### src/rtl/wdog_pkg.sv
// wdog_pkg
// Shared definitions for the AHB-Lite watchdog: register offsets (word index
// taken from haddr[4:2]), the LOCK unlock key, CTRL bit positions and the
// HTRANS encodings used to qualify an address phase.
package wdog_pkg;

  typedef enum logic [2:0] {
    OFF_LOAD   = 3'd0,
    OFF_VALUE  = 3'd1,
    OFF_CTRL   = 3'd2,
    OFF_INTCLR = 3'd3,
    OFF_RIS    = 3'd4,
    OFF_LOCK   = 3'd5
  } reg_off_e;

  typedef enum logic [1:0] {
    HTRANS_IDLE   = 2'b00,
    HTRANS_BUSY   = 2'b01,
    HTRANS_NONSEQ = 2'b10,
    HTRANS_SEQ    = 2'b11
  } htrans_e;

  localparam logic [31:0] LOCK_KEY = 32'h1ACCE551;

  localparam int CTRL_INTEN = 0;
  localparam int CTRL_RESEN = 1;

  // Only NONSEQ and SEQ carry a real transfer; IDLE and BUSY are ignored.
  function automatic logic is_active_trans(input logic [1:0] trans);
    return (trans == HTRANS_NONSEQ) || (trans == HTRANS_SEQ);
  endfunction

endpackage

### src/rtl/wdog_counter.sv
// wdog_counter
// Timing core of the watchdog: prescaler, 32-bit down-counter, raw interrupt
// status and the fixed-length reset request pulse.
//
// Ports:
//   sys_clk, sys_rst  clock, asynchronous active-high reset
//   reload            load value <= load_val and clear the prescaler
//   load_val          value used for any reload, including expiry
//   inten             enables counting (prescaler and counter hold when 0)
//   resen             allows a reset pulse on an expiry with RIS already set
//   clr_ris           clears the raw interrupt status
//   value             current counter value
//   ris               raw interrupt status
//   rst_req           reset request, high for RST_PULSE cycles
module wdog_counter #(
  parameter int unsigned PRESCALE  = 1,
  parameter int unsigned RST_PULSE = 16
) (
  input  logic        sys_clk,
  input  logic        sys_rst,
  input  logic        reload,
  input  logic [31:0] load_val,
  input  logic        inten,
  input  logic        resen,
  input  logic        clr_ris,
  output logic [31:0] value,
  output logic        ris,
  output logic        rst_req
);

  logic [31:0] presc_q, presc_d;
  logic [31:0] value_q, value_d;
  logic [31:0] pulse_q, pulse_d;
  logic        ris_q, ris_d;
  logic        tick;
  logic        pulse_active;

  // A register-driven reload always beats the tick in the same cycle, so a
  // LOAD/INTCLR write colliding with expiry neither sets RIS nor pulses.
  // The pulse counter runs down independently and is never retriggered
  // while still non-zero.
  always_comb begin
    tick         = inten && (presc_q == PRESCALE - 1);
    pulse_active = (pulse_q != 32'd0);
    presc_d      = presc_q;
    value_d      = value_q;
    ris_d        = ris_q;
    pulse_d      = pulse_active ? (pulse_q - 32'd1) : pulse_q;

    if (inten) begin
      presc_d = tick ? 32'd0 : (presc_q + 32'd1);
    end

    if (clr_ris) begin
      ris_d = 1'b0;
    end

    if (reload) begin
      value_d = load_val;
      presc_d = 32'd0;
    end else if (tick) begin
      if (value_q != 32'd0) begin
        value_d = value_q - 32'd1;
      end else begin
        value_d = load_val;
        if (ris_q && resen && !pulse_active) begin
          pulse_d = RST_PULSE;
        end
        ris_d = 1'b1;
      end
    end
  end

  always_ff @(posedge sys_clk or posedge sys_rst) begin
    if (sys_rst) begin
      presc_q <= 32'd0;
      value_q <= 32'hFFFF_FFFF;
      pulse_q <= 32'd0;
      ris_q   <= 1'b0;
    end else begin
      presc_q <= presc_d;
      value_q <= value_d;
      pulse_q <= pulse_d;
      ris_q   <= ris_d;
    end
  end

  assign value   = value_q;
  assign ris     = ris_q;
  assign rst_req = pulse_active;

endmodule

### src/rtl/ahb_watchdog.sv
// ahb_watchdog
// AHB-Lite slave register interface for the watchdog timer. Zero wait-state:
// the address phase is registered and read data is driven combinationally
// from it during the data phase; writes land on the edge ending the data
// phase.
//
// Ports:
//   sys_clk, sys_rst   clock, asynchronous active-high reset
//   hsel, haddr, htrans, hwrite, hsize, hwdata, hready_in   AHB-Lite inputs
//   hrdata, hready, hresp                                   AHB-Lite outputs
//   wdog_int           interrupt level (RIS masked by INTEN), to nmi_req
//   wdog_rst_req       reset request pulse, to watchdog_reset
module ahb_watchdog
  import wdog_pkg::*;
#(
  parameter int unsigned PRESCALE  = 1,
  parameter int unsigned RST_PULSE = 16
) (
  input  logic        sys_clk,
  input  logic        sys_rst,
  input  logic        hsel,
  input  logic [31:0] haddr,
  input  logic [1:0]  htrans,
  input  logic        hwrite,
  input  logic [2:0]  hsize,
  input  logic [31:0] hwdata,
  input  logic        hready_in,
  output logic [31:0] hrdata,
  output logic        hready,
  output logic        hresp,
  output logic        wdog_int,
  output logic        wdog_rst_req
);

  logic [2:0]  addr_q;
  logic        write_q;
  logic        valid_q;
  logic [31:0] load_q;
  logic [1:0]  ctrl_q;
  logic        lock_q;

  logic        wr_en;
  logic        wr_load;
  logic        wr_ctrl;
  logic        wr_intclr;
  logic        wr_lock;
  logic        reload;
  logic        resen_eff;
  logic [31:0] load_val;
  logic [31:0] value;
  logic        ris;
  logic        unused_bits;

  assign unused_bits = ^{haddr[31:5], haddr[1:0], hsize};

  always_ff @(posedge sys_clk or posedge sys_rst) begin
    if (sys_rst) begin
      addr_q  <= 3'd0;
      write_q <= 1'b0;
      valid_q <= 1'b0;
    end else begin
      valid_q <= hsel && hready_in && is_active_trans(htrans);
      addr_q  <= haddr[4:2];
      write_q <= hwrite;
    end
  end

  assign wr_en     = valid_q && write_q;
  assign wr_load   = wr_en && (addr_q == OFF_LOAD)   && !lock_q;
  assign wr_ctrl   = wr_en && (addr_q == OFF_CTRL)   && !lock_q;
  assign wr_intclr = wr_en && (addr_q == OFF_INTCLR) && !lock_q;
  assign wr_lock   = wr_en && (addr_q == OFF_LOCK);

  // A LOAD write reloads with the value being written, not the old LOAD.
  // The RESEN seen by the counter follows a CTRL write in the same cycle so
  // that clearing RESEN on the expiry edge suppresses the pulse.
  assign reload    = wr_load || wr_intclr ||
                     (wr_ctrl && !ctrl_q[CTRL_INTEN] && hwdata[CTRL_INTEN]);
  assign load_val  = wr_load ? hwdata : load_q;
  assign resen_eff = wr_ctrl ? hwdata[CTRL_RESEN] : ctrl_q[CTRL_RESEN];

  always_ff @(posedge sys_clk or posedge sys_rst) begin
    if (sys_rst) begin
      load_q <= 32'hFFFF_FFFF;
      ctrl_q <= 2'b00;
      lock_q <= 1'b0;
    end else begin
      if (wr_load) begin
        load_q <= hwdata;
      end
      if (wr_ctrl) begin
        ctrl_q <= {hwdata[CTRL_RESEN], hwdata[CTRL_INTEN]};
      end
      if (wr_lock) begin
        lock_q <= (hwdata != LOCK_KEY);
      end
    end
  end

  wdog_counter #(
    .PRESCALE  (PRESCALE),
    .RST_PULSE (RST_PULSE)
  ) u_counter (
    .sys_clk  (sys_clk),
    .sys_rst  (sys_rst),
    .reload   (reload),
    .load_val (load_val),
    .inten    (ctrl_q[CTRL_INTEN]),
    .resen    (resen_eff),
    .clr_ris  (wr_intclr),
    .value    (value),
    .ris      (ris),
    .rst_req  (wdog_rst_req)
  );

  // Outside a read data phase the bus sees zero, which also gives the
  // required reset value.
  always_comb begin
    hrdata = 32'd0;
    if (valid_q && !write_q) begin
      case (addr_q)
        OFF_LOAD:  hrdata = load_q;
        OFF_VALUE: hrdata = value;
        OFF_CTRL:  hrdata = {30'd0, ctrl_q};
        OFF_RIS:   hrdata = {31'd0, ris};
        OFF_LOCK:  hrdata = {31'd0, lock_q};
        default:   hrdata = 32'd0;
      endcase
    end
  end

  assign hready   = 1'b1;
  assign hresp    = 1'b0;
  assign wdog_int = ris && ctrl_q[CTRL_INTEN];

endmodule
### config.mk
export PLATFORM = sky130hd
export DESIGN_NAME = ahb_watchdog
export DESIGN_NICKNAME = d
export VERILOG_FILES = /design/src/rtl/wdog_pkg.sv /design/src/rtl/wdog_counter.sv /design/src/rtl/ahb_watchdog.sv
export SDC_FILE = /design/constraint.sdc
export NUM_CORES = 1
export LEC_CHECK = 0
export ABC_AREA = 0
export CAP_MARGIN = 20
export CELL_PAD_IN_SITES_DETAIL_PLACEMENT = 2
export CELL_PAD_IN_SITES_GLOBAL_PLACEMENT = 2
export CORE_MARGIN = 4
export CORE_UTILIZATION = 34
export CTS_BUF_LIST = sky130_fd_sc_hd__clkbuf_4 sky130_fd_sc_hd__clkbuf_8 sky130_fd_sc_hd__clkbuf_16
export DETAILED_ROUTE_END_ITERATION = 8
export GPL_ROUTABILITY_DRIVEN = 0
export GPL_TIMING_DRIVEN = 0
export HOLD_SLACK_MARGIN = 0.1
export PLACE_DENSITY = 0.92
export SYNTH_ARGS = -nofsm -noshare
export SYNTH_HDL_FRONTEND = slang
export SYNTH_SLANG_ARGS = --single-unit
### constraint.sdc
create_clock -name sys_clk -period 6.7 [get_ports sys_clk]
set_clock_uncertainty 0.15 [all_clocks]
set_input_delay 2.01 -clock sys_clk [delete_from_list [all_inputs] [get_ports sys_clk]]
set_output_delay 2.01 -clock sys_clk [all_outputs]
set_load 0.005 [all_outputs]
==> flow_summary.yaml <==
cts:
  clkTransAtPathRegs_ns: 0.06
  ctsResizeCount: 0
  clockBufferDepth: 2
  cts_tree: "yes"
  cts_hold_buf: 0
  insertion_delay_ns: 0.44
  cts_sinks: 137
  cts_made_buffers: 17
  htree_levels: 4
  cts-root-buf: "clkbuf_16"
  postCtsSetupRepairBufs: 0
status:
  status: "completed"
synthesis:
  synth-seq-area-share_pct: 45.6
  synth_edf_count: 0
  ys_ff_latch: 137
  synthFlopType: "dfrtp_1"
  netlist_area_sq_um: 7690
  synth_cells: 824
  netlist-cell-type-count: 72
  synth_nets: 903
  avgSynthCellArea_sq_um: 9.33
  yosys_warnings: 0
  async_reset_ff_share_pct: 100
power:
  switching_share_pct: 24.0
  powerDensity_nw_per_um2: 202
  vdd_drop_max_v: 0.000164
  p_int_uw: 1450
  power_leakage_uw: 0.00374
  pwr-share-comb_pct: 3.8
  power_uw: 1910
  pwr-share-seq_pct: 43.6
  clockPowerShare_pct: 52.7
  p_sw_uw: 457
setup_path:
  startpoint_type: "register"
  path_cells: "inv_1, ha_1, or4b_1, clkbuf_1, or4_4, nor3_2, buf_2, inv_2, clkdlybuf4s50_1"
  crit_family: "simple AND/OR/NAND/NOR gates"
  path_max_fanout: 10
  reg2reg_setup_slack_ns: 3.19
  rr_startpoint: "u_counter.value[6]$_DFFE_PP1P_"
  crit_buf_inv: 5
  cp-end-kind: "output port"
  reg2reg_to: "u_counter.value[2]$_DFFE_PP1P_"
  cp.arrival_ns: 3.43
  crit_required_ns: 4.54
  critical_path_class: "reg -> out"
  max_stage_delay_ns: 0.57
  cp_slowest_cell: "or4_4"
  ff2ff_path_depth: 8
run:
  timing.max_cap.violations: 0
floorplanning:
  rows: 54
  initial_core_util_pct: 34.9
  core-area_sq_um: 22000
  die-area_sq_um: 25100
  io_pins: 110
  die_height_um: 158
  fp.dieW_um: 158
route:
  via_per_inst: 6.11
  totalWireLength_um: 30900
  wl_per_cell_um: 25.5
  vias: 7395
  first_pass_iters: 7
  drt-initial-drc-count: 619
  drcViolationCount: 0
  drtAntennaViolNets: 0
worst_hold_path:
  min_from: "u_counter.pulse_q[31]$_DFF_PP0_"
  min_to: "u_counter.pulse_q[31]$_DFF_PP0_"
  hold_depth: 1
  hold_class: "reg -> reg"
timing:
  tns_ns: 0
  hold_violations: 0
  period_share_pct: 83.4
  timing.final.max_slew_violations: 0
  fmax_ghz: 0.179
  tightest_slew_ns: 1.04
  whs_ns: 0.343
  setup_viol: 0
  relSlewSlack_pct: 30.3
  rsz0062_at_grt: "no"
  fin_crit_ns: 5.59
layout:
  area_delta_synth_final_pct: 22.6
  final_common_cell: "nor2_1"
  final_cell_count_no_fill: 1211
  n_antenna_cell: 0
  final_cell_mix: "nor2_1, clkdlybuf4s50_1, dfrtp_1"
  drive_gt1_share_pct: 17.4
  nNetsFinal: 997
global_route:
  track_usage_pct: 25.2
  grt_pass1_vias: 8297
  grt_overflow: 0
  grt_max_degree: 92
  grt_pass1_wl_um: 48900
  antenna_found_initial: 0
placement:
  dp_hpwl_um: 20300
  dp_cells: 1179
  numPortBuffers: 74
## stage by stage
step / utilization (%) / instance area [sq um] / worst slack, ns
after floorplan: - / 7690 / 0.978
after global placement: 39.9 / 8780 / -1.15
after detailed placement: 40.0 / 8810 / 1.58
after CTS: 42.8 / 9430 / 1.07
after global routing: 42.8 / 9430 / 0.946
final: 42.8 / 9430 / 1.11
## power groups by stage
stage	Combinational, uW	Clock, uW	Sequential (uW)
after floorplan	27.0	0	845
after global placement	67.3	0	845
after detailed placement	71.4	0	846
after CTS	72.5	1020	832
after global routing	77.9	1060	832
final	71.8	1010	832
## cell usage after synthesis (20+ instances only)
library cell  count  area share (%)
a21oi_1          41             2.7
a22oi_1          30             2.9
clkbuf_1         34             1.7
dfrtp_1          73              24
dfstp_2          64              22
mux2_2           39             5.7
nand2_1          47             2.3
nand3_1          25             1.6
nand4_1          24             2.0
nor2_1          124             6.1
nor3_1           45             2.9
nor4_1           20             1.6
o21ai_0          24             1.6
xnor2_1          31             3.5
## worst max path at each step
stage                                        endpoint  slack [ns]                      startpoint  cells past startpoint
global placement    u_counter.presc_q[13]$_DFFE_PP0P_       -1.15                         sys_rst                      2
CTS                                      wdog_rst_req        1.07  u_counter.pulse_q[0]$_DFF_PP0_                      9
floorplan                         addr_q[0]$_DFF_PP0_        0.98                         sys_rst                      1
detailed placement                       wdog_rst_req        1.58  u_counter.pulse_q[0]$_DFF_PP0_                      9
global route                             wdog_rst_req        0.95  u_counter.pulse_q[0]$_DFF_PP0_                      9
finish                                   wdog_rst_req        1.11  u_counter.pulse_q[0]$_DFF_PP0_                      9
## cell type report
class                   count  area [sq um]
multi-input cells         623          3930
fillers                  2365         12600
well taps                 280           350
clock inverters            15           191
inverters                  20          80.1
repair buffers             75           768
clock buffers              17           425
flip-flops and latches    137          3510
plain buffers              44           180
## cell families (layout without fill, tap and decap cells)
| kind of cell | Yosys count | in the layout | share of synthesized area (%) |
|---|---|---|---|
| other | 2 | 2 | 0.0976 |
| buffers and inverters | 64 | 171 | 3.32 |
| xor gates and xnor gates | 44 | 44 | 5.01 |
| muxes | 45 | 45 | 6.51 |
| adders and majority gates | 5 | 5 | 0.813 |
| AOI/OAI and AO/OA | 158 | 158 | 13.3 |
| and+or+nand+nor | 369 | 369 | 25.4 |
| DFF | 137 | 137 | 45.6 |
## layer usage
metal / track usage, % / vias to the layer above / wire length (um)
met4: 10.8 / 0 / 1110
met3: 4.24 / 84 / 1620
met1: 32.1 / 3849 / 12900
li1: - / 3192 / -
met5: 0 / - / 0
met2: 42.1 / 270 / 15200
## flip-flops by register name, summed over array words and instances (netlist names)
register,count
load_q,32
u_counter.presc_q,32
u_counter.pulse_q,32
u_counter.value,32
addr_q,3
ctrl_q,2
lock_q,1
u_counter.ris,1
valid_q,1
write_q,1
No activity file was read; power rests on OpenSTA's default activity.
